`config.mk`:
```
export PLATFORM = sky130hd
export DESIGN_NAME = camera_config_seq
export DESIGN_NICKNAME = d
export VERILOG_FILES = /design/src/rtl/camera_cfg_pkg.sv /design/src/rtl/camera_config_rom.sv /design/src/rtl/camera_config_seq.sv
export SDC_FILE = /design/constraint.sdc
export NUM_CORES = 1
export LEC_CHECK = 0
export CAP_MARGIN = 15
export CORE_MARGIN = 2
export CORE_UTILIZATION = 55
export DETAILED_ROUTE_END_ITERATION = 8
export PLACE_DENSITY = 0.76
export SYNTH_ARGS = -nofsm -noshare
export SYNTH_HDL_FRONTEND = slang
export SYNTH_SLANG_ARGS = --single-unit
```
`constraint.sdc`:
```
create_clock -name CLOCK -period 4.1 [get_ports CLOCK]
set_clock_uncertainty 0.05 [all_clocks]
set_input_delay 1.23 -clock CLOCK [delete_from_list [all_inputs] [get_ports CLOCK]]
set_output_delay 1.23 -clock CLOCK [all_outputs]
set_load 0.1 [all_outputs]
```
`src/rtl/camera_cfg_pkg.sv`:
```
// Shared types and widths for the camera register configuration sequencer.
package camera_cfg_pkg;

    localparam int unsigned REG_W   = 8;
    localparam int unsigned DATA_W  = 16;
    localparam int unsigned ENTRY_W = REG_W + DATA_W;
    localparam int unsigned IDX_W   = 5;

    localparam logic [7:0] SLAVE_ADDR_DEFAULT = 8'hBA;

    typedef enum logic [2:0] {
        IDLE,
        PWR_WAIT,
        LOAD,
        ISSUE,
        WAIT_END,
        CHECK,
        GAP,
        DONE
    } cfg_state_e;

    typedef struct packed {
        logic [REG_W-1:0]  reg_addr;
        logic [DATA_W-1:0] data;
    } cfg_entry_t;

endpackage

```
`src/rtl/camera_config_rom.sv`:
```
// Combinational register/value table for sensor bring-up; indices past the table read as zero.
module camera_config_rom
    import camera_cfg_pkg::*;
#(
    parameter int unsigned LUT_SIZE = 24
) (
    input  logic [IDX_W-1:0] idx,
    output cfg_entry_t       entry_c
);

    cfg_entry_t rom_c;

    always_comb begin
        rom_c = '0;
        case (idx)
            5'd0:    rom_c = {8'h01, 16'h0036};
            5'd1:    rom_c = {8'h02, 16'h0010};
            5'd2:    rom_c = {8'h03, 16'h0797};
            5'd3:    rom_c = {8'h04, 16'h0A1F};
            5'd4:    rom_c = {8'h05, 16'h0088};
            5'd5:    rom_c = {8'h06, 16'h0019};
            5'd6:    rom_c = {8'h07, 16'h0002};
            5'd7:    rom_c = {8'h08, 16'h0000};
            5'd8:    rom_c = {8'h09, 16'h0797};
            5'd9:    rom_c = {8'h0A, 16'h8000};
            5'd10:   rom_c = {8'h0B, 16'h0000};
            5'd11:   rom_c = {8'h0C, 16'h0000};
            5'd12:   rom_c = {8'h0D, 16'h0000};
            5'd13:   rom_c = {8'h1E, 16'h4006};
            5'd14:   rom_c = {8'h20, 16'h0000};
            5'd15:   rom_c = {8'h22, 16'h0000};
            5'd16:   rom_c = {8'h23, 16'h0000};
            5'd17:   rom_c = {8'h2B, 16'h0013};
            5'd18:   rom_c = {8'h2C, 16'h009A};
            5'd19:   rom_c = {8'h2D, 16'h0013};
            5'd20:   rom_c = {8'h2E, 16'h0013};
            5'd21:   rom_c = {8'h35, 16'h0010};
            5'd22:   rom_c = {8'h49, 16'h00A8};
            5'd23:   rom_c = {8'hA0, 16'h0000};
            default: rom_c = '0;
        endcase
        entry_c = (32'(idx) < LUT_SIZE) ? rom_c : '0;
    end

endmodule

```
`src/rtl/camera_config_seq.sv`:
```
// Walks the configuration table after sensor power-up, issuing one I2C write per entry
// with bounded retries, a completion timeout and an idle gap between transfers.
module camera_config_seq
    import camera_cfg_pkg::*;
#(
    parameter logic [7:0]  SLAVE_ADDR     = SLAVE_ADDR_DEFAULT,
    parameter int unsigned LUT_SIZE       = 24,
    parameter int unsigned POWERUP_CYCLES = 20000,
    parameter int unsigned MAX_RETRY      = 3,
    parameter int unsigned TIMEOUT_CYCLES = 64,
    parameter int unsigned GAP_CYCLES     = 4,
    parameter int unsigned AUTO_START     = 1
) (
    input  logic             CLOCK,
    input  logic             RESET,
    input  logic             START,
    output logic [31:0]      I2C_DATA,
    output logic             W_R,
    output logic             GO,
    input  logic             END,
    input  logic             ACK,
    output logic             CONFIG_DONE,
    output logic             CONFIG_ERR,
    output logic [IDX_W-1:0] ENTRY_IDX
);

    localparam int unsigned CNT_MAX_A = (POWERUP_CYCLES > TIMEOUT_CYCLES) ? POWERUP_CYCLES : TIMEOUT_CYCLES;
    localparam int unsigned CNT_MAX   = (CNT_MAX_A > GAP_CYCLES) ? CNT_MAX_A : GAP_CYCLES;
    localparam int unsigned CNT_W     = $clog2(CNT_MAX + 1);
    localparam int unsigned RETRY_W   = $clog2(MAX_RETRY + 2);

    cfg_state_e         state;
    logic [CNT_W-1:0]   cnt;
    logic [RETRY_W-1:0] retry;
    logic               xfer_ok;
    cfg_entry_t         rom_entry_c;

    camera_config_rom #(
        .LUT_SIZE (LUT_SIZE)
    ) u_rom (
        .idx     (ENTRY_IDX),
        .entry_c (rom_entry_c)
    );

    // Sequencer state, shared cycle counter and all registered outputs.
    always_ff @(posedge CLOCK or negedge RESET) begin
        if (!RESET) begin
            state       <= IDLE;
            cnt         <= '0;
            retry       <= '0;
            xfer_ok     <= 1'b0;
            I2C_DATA    <= '0;
            W_R         <= 1'b0;
            GO          <= 1'b0;
            CONFIG_DONE <= 1'b0;
            CONFIG_ERR  <= 1'b0;
            ENTRY_IDX   <= '0;
        end else begin
            W_R <= 1'b0;
            case (state)
                IDLE: begin
                    if (START || (AUTO_START != 0)) begin
                        cnt   <= '0;
                        state <= PWR_WAIT;
                    end
                end
                PWR_WAIT: begin
                    if (cnt == CNT_W'(POWERUP_CYCLES - 1)) begin
                        cnt       <= '0;
                        retry     <= '0;
                        ENTRY_IDX <= '0;
                        state     <= LOAD;
                    end else begin
                        cnt <= cnt + CNT_W'(1);
                    end
                end
                LOAD: begin
                    I2C_DATA <= {SLAVE_ADDR, rom_entry_c};
                    state    <= ISSUE;
                end
                ISSUE: begin
                    GO    <= 1'b1;
                    cnt   <= '0;
                    state <= WAIT_END;
                end
                WAIT_END: begin
                    // The first two cycles may still see END from the previous transfer.
                    if ((cnt >= CNT_W'(2)) && END) begin
                        xfer_ok <= !ACK;
                        GO      <= 1'b0;
                        state   <= CHECK;
                    end else if (cnt == CNT_W'(TIMEOUT_CYCLES - 1)) begin
                        xfer_ok <= 1'b0;
                        GO      <= 1'b0;
                        state   <= CHECK;
                    end else begin
                        cnt <= cnt + CNT_W'(1);
                    end
                end
                CHECK: begin
                    cnt <= '0;
                    if (xfer_ok) begin
                        ENTRY_IDX <= ENTRY_IDX + IDX_W'(1);
                        retry     <= '0;
                        state     <= GAP;
                    end else if (retry < RETRY_W'(MAX_RETRY)) begin
                        retry <= retry + RETRY_W'(1);
                        state <= GAP;
                    end else begin
                        CONFIG_ERR  <= 1'b1;
                        CONFIG_DONE <= 1'b1;
                        state       <= DONE;
                    end
                end
                GAP: begin
                    if (cnt == CNT_W'(GAP_CYCLES - 1)) begin
                        cnt <= '0;
                        if (ENTRY_IDX == IDX_W'(LUT_SIZE)) begin
                            CONFIG_DONE <= 1'b1;
                            state       <= DONE;
                        end else begin
                            state <= LOAD;
                        end
                    end else begin
                        cnt <= cnt + CNT_W'(1);
                    end
                end
                DONE: begin
                    if (START) begin
                        CONFIG_DONE <= 1'b0;
                        CONFIG_ERR  <= 1'b0;
                        cnt         <= '0;
                        state       <= PWR_WAIT;
                    end
                end
                default: state <= IDLE;
            endcase
        end
    end

endmodule

```
# Yosys cells after proc, flatten, opt, wreduce, memory -nomap -nowiden
# Memory sizes are Yosys's and may differ from the RTL's.
# Index checks and enable logic that the tools add are counted.
# classes
addsub	3
n_lt_le_gt_ge	3
n_eq_ne	22
mux	34
reduce_logical	18
# op_table
cell	count
$mux W15	5
$pmux W15 S5	1
$mux W3	9
$mux W24	1
$pmux W3 S8	1
$ne A2 B2 Y1 const B	9
$add A15 B1 Y15 const B	1
$eq A15 B15 Y1 const B	1
$eq A15 B2 Y1 const B	1
$eq A15 B6 Y1 const B	1
$ge A15 B2 Y1 const B	1
$eq A3 B3 Y1 const B	4
$reduce_and A4 Y1	3
$mux W1	10
$mux W5	2
$pmux W5 S2	1
$reduce_bool A2 Y1	4
$eq A3 B2 Y1 const B	2
$ne A3 B3 Y1 const B	2
$pmux W3 S2	1
$reduce_and A3 Y1	2
$reduce_and A6 Y1	1
$add A5 B1 Y5 const B	1
$eq A5 B5 Y1 const B	1
13 further kinds	15
# totals
regBits	55
rom_bits	672
input_bits	5
word_cells	90
memories	1
# mem_list
name	depth	word_bits	rd	rd_clocked_by_memory_dff	wr	line_no	rtl
(no name shown)	32	21	1	0	0	camera_config_rom.sv:15	case (idx)

# Longest topological paths before layout
# Gate-level depths: netlist (run 1).
# depth
ltp_word	4
mapped_depth	9
ltp_nobuf	8

# Modules after synthesis
# From an unflattened synthesis (run 1), not the netlist that was laid out.
# hier_totals
hier_cells	373
hier_area_um2	3594.7
# modules_own_cells
mod	n_inst	cells_each	area_each_um2
camera_config_seq	1	277	2927.8
camera_config_rom	1	96	666.9

# Worst setup path before layout (run 1)
# Ideal clock, no wire load.
# synth_timing
kind	reg-to-output
from	register I2C_DATA[25] (netlist name)
to	output I2C_DATA[27]
arrival_ns	1.383
path_slack_ns	1.437
path_stages_with_launch	2
path_cell_list	dfrtp_1 -> buf_4
# synth_lines
element	line_no	rtl
to (decl)	camera_config_seq.sv:17	output logic [31:0] I2C_DATA,
# No word-level cell between the ends.

# Worst setup path in the final report (run 1)
# layout_timing
from	register I2C_DATA[25] (netlist name)
to	output I2C_DATA[27]
# No word-level cell between the ends.

==> run_results.csv, run 1 <==
group,metric,value,unit
logic_synthesis,ys_types,59,
logic_synthesis,synth_ff_type,"dfrtp_1",
floorplan,ios,46,
critical_path,critPathBufInv,1,
critical_path,required,2.82,ns
clock_tree,clockBufferDepth,2,
min_path,holdCritPathClass,"flop to flop",
placement,gp_congestion,0.8780,
logic_synthesis,async_reset_ff_share,100.0,%
logic_synthesis,synthSimpleGateAreaFrac,22.10,%
critical_path,cp_slowest_cell,"clkdlybuf4s50_1",
timing,fin_crit,3.159,ns
critical_path,cp_top_family,"buffers and inverters",
detailed_routing,vias,2714,
global_route,grt_pass1_vias,2357,
critical_path,regToRegStartpoint,"cnt[0]$_DFFE_PN0P_",
logic_synthesis,ys_ff_latch,51,
critical_path,worst_ep_arrival_time,1.88,ns
clock_tree,tritoncts.num_buffers,5,
clock_tree,clock-sinks,51,
critical_path,r2r_setup_slack,1.57,ns
logic_synthesis,syn_avg_cell_area,8.796,sq um
logic_synthesis,synth_top_family_by_area,"compound AO/OA/AOI/OAI gates",
logic_synthesis,synthCells,365,
clock_tree,postCtsSetupRepairBufs,0,
clock_tree,path_clk_slew,0.10,ns
critical_path,cp_max_fo,6,
floorplan,die_h,80.40,um
critical_path,setup.worst_path.end,"I2C_DATA[27]",
logic_synthesis,netlist_area,3211,sq um
logic_synthesis,synth_compound_area_share,22.14,%
clock_tree,hold_buffers,0,
floorplan,rows,27,
final_layout,multiInputGateArea,1719,sq um
power,ir_worst_vdd,0.5573,mV
critical_path,r2r_cells,7,
logic_synthesis,yosysWarnings,0,
floorplan,die_x,80.40,um
clock_tree,cts_max_level,2,
floorplan,core-area,5574,sq um
timing,min_period_over_period,77.04,%
timing,finalHoldViolCount,0,
logic_synthesis,synth-edff-count,0,
critical_path,endpoint_kind,"primary output",
global_route,grt_overflow,0,
power,power.density,800.7,nW/um^2
clock_tree,clk_latency,0.31,ns
floorplan,dieArea,6464,sq um
critical_path,path_depth,1,
timing,drv_slew,0,
global_route,grt_pass1_wl,11510,um
logic_synthesis,ys_seq_area_share,39.75,%
final_layout,drive_above_1_share,8.010,%
detailed_routing,wl,6984,um
critical_path,r2r_end,"cnt[2]$_DFFE_PN0P_",
global_route,grt_max_degree,35,
placement,dp_hpwl,4887,um
timing,rsz0062_at_grt,"no",
timing,fmax,0.3166,GHz
critical_path,crit_start,"I2C_DATA[25]$_DFFE_PN0P_",
critical_path,critPathLaunchType,"flop",
placement,io_buffer_count,38,
run,maxCapViolations,0,
timing,final-setup-viol-count,0,
logic_synthesis,synthAdderAreaFrac,5.456,%
critical_path,cp_cell_sequence,"clkdlybuf4s50_1",
timing,fin_tns_setup,0,ns
detailed_routing,drt_iter0_drc,262,
timing,whs,0.4328,ns
timing,tightest_slew,0.9774,ns
critical_path,crit_path_max_incr_delay,1.16,ns
final_layout,fillers,486,
detailed_routing,ant_nets,0,
logic_synthesis,synth_mux_area_share,2.221,%
clock_tree,cts_resized,0,
floorplan,start_util,57.60,%
detailed_routing,routed_via_density,5.913,
global_route,grt_usage,22.61,%
detailed_routing,first_pass_iters,4,
final_layout,area_growth,13.41,%
global_route,grt_antenna_before_repair,0,
detailed_routing,detail_route.wl_per_cell,15.22,um
clock_tree,cts_tree,"done",
final_layout,n_antenna_cell,0,
final_layout,final_nets,406,
critical_path,path_class,"flop to primary output",
power,cellLeakagePower,1.614,nW
detailed_routing,drc,0,
logic_synthesis,synth-xor-area-share,0.8184,%
clock_tree,cts-root-buf,"clkbuf_8",
timing,relSlewSlack,34.64,%
final_layout,seq_area,1276,sq um
outcome,status,"complete, no violations",
## Yosys cell counts (2+ instances only)
master / count / share of area [%]
a211oi_1: 8 / 1.9
a21o_1: 2 / 0.47
a21oi_1: 17 / 2.6
a22o_1: 9 / 2.5
a2bb2oi_1: 2 / 0.55
a31oi_1: 3 / 0.58
and3_1: 6 / 1.2
and4_1: 2 / 0.55
buf_2: 3 / 0.47
buf_4: 14 / 3.3
clkbuf_1: 15 / 1.8
dfrtp_1: 51 / 40
ha_1: 14 / 5.5
inv_1: 10 / 1.2
mux2i_1: 6 / 1.9
nand2_1: 48 / 5.6
nand2b_1: 5 / 0.97
nand3_1: 11 / 1.7
nand4_1: 5 / 0.97
nor2_1: 24 / 2.8
nor2b_1: 9 / 1.8
nor3_1: 6 / 0.94
nor3b_1: 3 / 0.70
nor4_1: 4 / 0.78
o211ai_1: 2 / 0.47
o21a_1: 4 / 0.94
o21ai_0: 37 / 5.8
o221ai_1: 3 / 0.82
o22ai_1: 2 / 0.39
o31ai_1: 6 / 1.4
o41ai_1: 4 / 1.1
or3_1: 2 / 0.39
xor2_1: 2 / 0.55
## per-stage QoR
stage | area (sq um) | cells | total power [mW] | util [%] | setup WS (ns)
final | 3641 | 459 | 2.915 | 65.32 | 0.9414
after global routing | 3641 | 459 | 3.082 | 65.32 | 0.8626
after CTS | 3641 | 459 | 2.922 | 65.32 | 0.9188
after detailed placement | 3535 | 452 | 2.569 | 63.41 | 1.150
after global placement | 3535 | 452 | 2.544 | 63.41 | 1.175
after floorplan | 3233 | 371 | 2.219 | - | 1.437
## registers in the layout (all words and copies together) (netlist names)
signal,count
I2C_DATA,21
cnt,15
ENTRY_IDX,5
retry,3
state,3
CONFIG_DONE,1
CONFIG_ERR,1
GO,1
xfer_ok,1
## cells by family (layout without fill, tap and decap cells)
family,Yosys count,count (layout)
xor gates and xnor gates,3,3
other,1,7
AOI/OAI and AO/OA,107,107
buffers and inverters,46,62
adders and majority gates,14,14
muxes,7,7
DFF,51,51
and+or+nand+nor,136,136
## worst min-delay path, delay by kind of cell (launching register included)
family	cells	cell delay, ns
AO/OA/AOI/OAI	1	0.05
flip-flops	1	0.35
AND/OR/NAND/NOR	1	0.05
## layout make-up
cell class / instances / area share [%]
Inverter: 11 / 1.134
Sequential cell: 51 / 35.05
Clock buffer: 5 / 1.890
Tap cell: 72 / 2.474
Clock inverter: 2 / 1.031
Multi-Input combinational cell: 274 / 47.22
Timing Repair Buffer: 44 / 11.20
## per-layer routing
layer	vias to the layer above	wire length [um]	GRT usage [%]
li1	1337	-	-
met1	1300	3553	34.11
met2	73	3073	34.00
met3	4	296	3.820
met4	0	60	5.085
met5	-	0	0
## cell usage in the layout, fill, tap and decap left out, types with 7 or more instances in the layout
| cell | count |
|---|---|
| a21oi_1 | 17 |
| a22o_1 | 9 |
| clkdlybuf4s50_1 | 32 |
| a211oi_1 | 8 |
| nand2_1 | 48 |
| nand3_1 | 11 |
| ha_1 | 14 |
| dfrtp_1 | 51 |
| o21ai_0 | 37 |
| nor2b_1 | 9 |
| buf_4 | 11 |
| inv_1 | 10 |
| conb_1 | 7 |
| nor2_1 | 24 |
## worst min-delay path by stage
stage	from	to	slack (ns)	depth (start not counted)
floorplan	retry[2]$_DFFE_PN0P_	retry[2]$_DFFE_PN0P_	0.44	2
global placement	I2C_DATA[20]$_DFFE_PN0P_	I2C_DATA[20]$_DFFE_PN0P_	0.40	2
global route	I2C_DATA[2]$_DFFE_PN0P_	I2C_DATA[2]$_DFFE_PN0P_	0.45	2
CTS	I2C_DATA[14]$_DFFE_PN0P_	I2C_DATA[14]$_DFFE_PN0P_	0.43	2
detailed placement	I2C_DATA[14]$_DFFE_PN0P_	I2C_DATA[14]$_DFFE_PN0P_	0.41	2
finish	I2C_DATA[2]$_DFFE_PN0P_	I2C_DATA[2]$_DFFE_PN0P_	0.43	2
## power breakdown
part           total, mW  internal, mW  switching (mW)  leakage (nW)
Combinational       1.79         0.483            1.30         0.903
Clock              0.350         0.179           0.171        0.0502
Sequential         0.779         0.628           0.151         0.660
No activity file was read; power rests on OpenSTA's default activity.
==> run 2: changes to the inputs <==
- clock period: 4.1 -> 3.01 ns (I/O delays scaled with it)
==> run 2 against run 1 <==
Die area unchanged. Worst setup slack worse by 0.47 ns. Final cell count up 0.22%. First-iteration DRC count down 26%. Non-clock buffer count unchanged. Count of clock-buffer cells in the layout unchanged. Clock power up 63%. Cell area up 0.21%. Critical path depth up 6. Wire length up 2.4%. Worst hold slack worse by 0.0045 ns. Global-route usage up 0.98 points. Largest cell class unchanged. Largest power group unchanged. Highest routed layer unchanged.
==> run_results.csv, run 2 (synthesis results as in run 1) <==
group,metric,value,unit
global_route,grt_usage,23.59,%
timing,whs,0.4283,ns
critical_path,cp_common_cell,"and4_1",
power,sw_frac_of_total,54.93,%
clock_tree,path_clk_slew,0.10,ns
clock_tree,tritoncts.num_buffers,5,
floorplan,rows,27,
timing,rsz0062_at_grt,"no",
placement,gp_congestion,0.8769,
power,cellLeakagePower,1.673,nW
timing,fmax,0.3938,GHz
critical_path,cp_cell_sequence,"ha_1, and4_1, a41oi_1, nand2_1, and4_1, nor2_2, a22o_1",
final_layout,layout_common_cells,"dfrtp_1 (51), nand2_1 (48), o21ai_0 (37), buf_4 (36), nor2_1 (24)",
timing,min_period_over_period,84.36,%
critical_path,endpoint_kind,"flop",
clock_tree,clockBufferDepth,2,
final_layout,drive_above_1_share,15.72,%
timing,final-setup-viol-count,0,
global_route,grt_overflow,0,
critical_path,path_class,"flop to flop",
global_route,grtUsageMet1,35.15,%
power,ir_worst_vdd,0.7795,mV
detailed_routing,routed_via_density,6.052,
floorplan,die_x,80.40,um
min_path,holdCritPathClass,"flop to flop",
timing,fin_crit,2.539,ns
detailed_routing,ant_nets,0,
global_route,gr-usage-met2,35.33,%
detailed_routing,vias,2784,
power,power.density,1111,nW/um^2
power,switching_power,2.227,mW
timing,drv_slew,0,
power,share_comb_of_total_power,59.0,%
clock_tree,clk_latency,0.31,ns
power,power_frac_seq,27.0,%
placement,dp_hpwl,5100,um
critical_path,cp_max_fo,15,
critical_path,cp_top_family,"simple AND/OR/NAND/NOR gates",
timing,layout_setup_ws,0.4708,ns
detailed_routing,detail_route.wl_per_cell,15.55,um
final_layout,top_regs,"I2C_DATA (21), cnt (15), ENTRY_IDX (5)",
global_route,grt_max_degree,31,
timing,finalHoldViolCount,0,
final_layout,area_growth,13.64,%
timing,relSlewSlack,57.70,%
power,internal_power,1.827,mW
critical_path,required,3.21,ns
final_layout,largest_register,"I2C_DATA",
global_route,grt_use_met3,4.157,%
final_layout,n_antenna_cell,0,
global_route,grt_pass1_vias,2421,
final_layout,final_common_cell,"dfrtp_1",
timing,fin_tns_setup,0,ns
clock_tree,clock-sinks,51,
critical_path,critPathLaunchType,"flop",
floorplan,core-area,5574,sq um
placement,io_buffer_count,38,
outcome,status,"complete, no violations",
global_route,busiest_layer,"met2",
power,clkPwrFrac,14.0,%
critical_path,cp_slowest_cell,"dfrtp_1",
critical_path,crit_path_max_incr_delay,0.44,ns
final_layout,post-route-util,65.45,%
floorplan,die_h,80.40,um
clock_tree,cts_resized,0,
final_layout,fin_cells,460,
critical_path,worst_ep_arrival_time,2.74,ns
timing,tightest_slew,0.6345,ns
clock_tree,hold_buffers,0,
floorplan,dieArea,6464,sq um
final_layout,largest_reg_flops,21,
clock_tree,cts_max_level,2,
clock_tree,cts-root-buf,"clkbuf_8",
global_route,grt_antenna_before_repair,0,
critical_path,critPathBufInv,0,
floorplan,ios,46,
placement,pre_cts_ws,0.3407,ns
placement,dp.cells,452,
clock_tree,cts_tree,"done",
floorplan,start_util,57.60,%
global_route,grt_pass1_wl,11880,um
run,maxCapViolations,0,
clock_tree,postCtsSetupRepairBufs,0,
detailed_routing,first_pass_iters,4,
final_layout,final_nets,406,
detailed_routing,wl,7155,um
detailed_routing,drt_iter0_drc,193,
detailed_routing,drc,0,
## run 2: cell count changes in the layout (fill, tap and decap cells not counted), sizes merged
cell,previous run,this run
buf,12,41
bufinv,1,2
clkdlybuf4s50,32,3
## run 2: final cells by class
| cell class | count | area (sq um) |
|---|---|---|
| Inverter | 11 | 41.29 |
| Timing Repair Buffer | 44 | 385.4 |
| Multi-Input combinational cell | 274 | 1719 |
| Tap cell | 72 | 90.09 |
| Sequential cell | 51 | 1276 |
| Fill cell | 479 | 1926 |
| Clock inverter | 3 | 67.56 |
| Clock buffer | 5 | 68.82 |
## run 2: worst paths after layout
| check | cells past startpoint | slack [ns] | startpoint | to |
|---|---|---|---|---|
| max | 7 | 0.47 | cnt[0]$_DFFE_PN0P_ | cnt[2]$_DFFE_PN0P_ |
| min | 2 | 0.43 | I2C_DATA[20]$_DFFE_PN0P_ | I2C_DATA[20]$_DFFE_PN0P_ |
| max reg2reg | 7 | 0.47 | cnt[0]$_DFFE_PN0P_ | cnt[2]$_DFFE_PN0P_ |
| min reg2reg | 2 | 0.43 | I2C_DATA[20]$_DFFE_PN0P_ | I2C_DATA[20]$_DFFE_PN0P_ |
| max in group asynchronous | 2 | 1.79 | RESET | ENTRY_IDX[4]$_DFFE_PN0P_ |
| min in group asynchronous | 1 | 0.55 | RESET | cnt[4]$_DFFE_PN0P_ |
## run 2: worst min-delay path: stages, from the launching register on
cell     delay (ns)
dfrtp_1        0.36
nand2_1        0.05
nand2_1        0.05
## run 2: per-layer routing
layer / share of wire (%) / vias up
met2: 44 / 80
li1: - / 1349
met3: 5.0 / 9
met4: 1.2 / 0
met5: 0 / -
met1: 49 / 1346
## run 2: power by group through the flow
| stage | clock network (mW) | registers, mW | logic (mW) |
|---|---|---|---|
| global placement | 0 | 1.10 | 2.36 |
| global route | 0.603 | 1.13 | 2.58 |
| detailed placement | 0 | 1.11 | 2.39 |
| floorplan | 0 | 1.83 | 1.19 |
| CTS | 0.578 | 1.09 | 2.39 |
| finish | 0.569 | 1.09 | 2.39 |
## run 2: per-stage QoR
step	power, mW	cell area [sq um]
detailed placement	3.493	3512
global placement	3.460	3512
finish	4.054	3649
CTS	4.062	3649
floorplan	3.022	3233
global route	4.315	3649
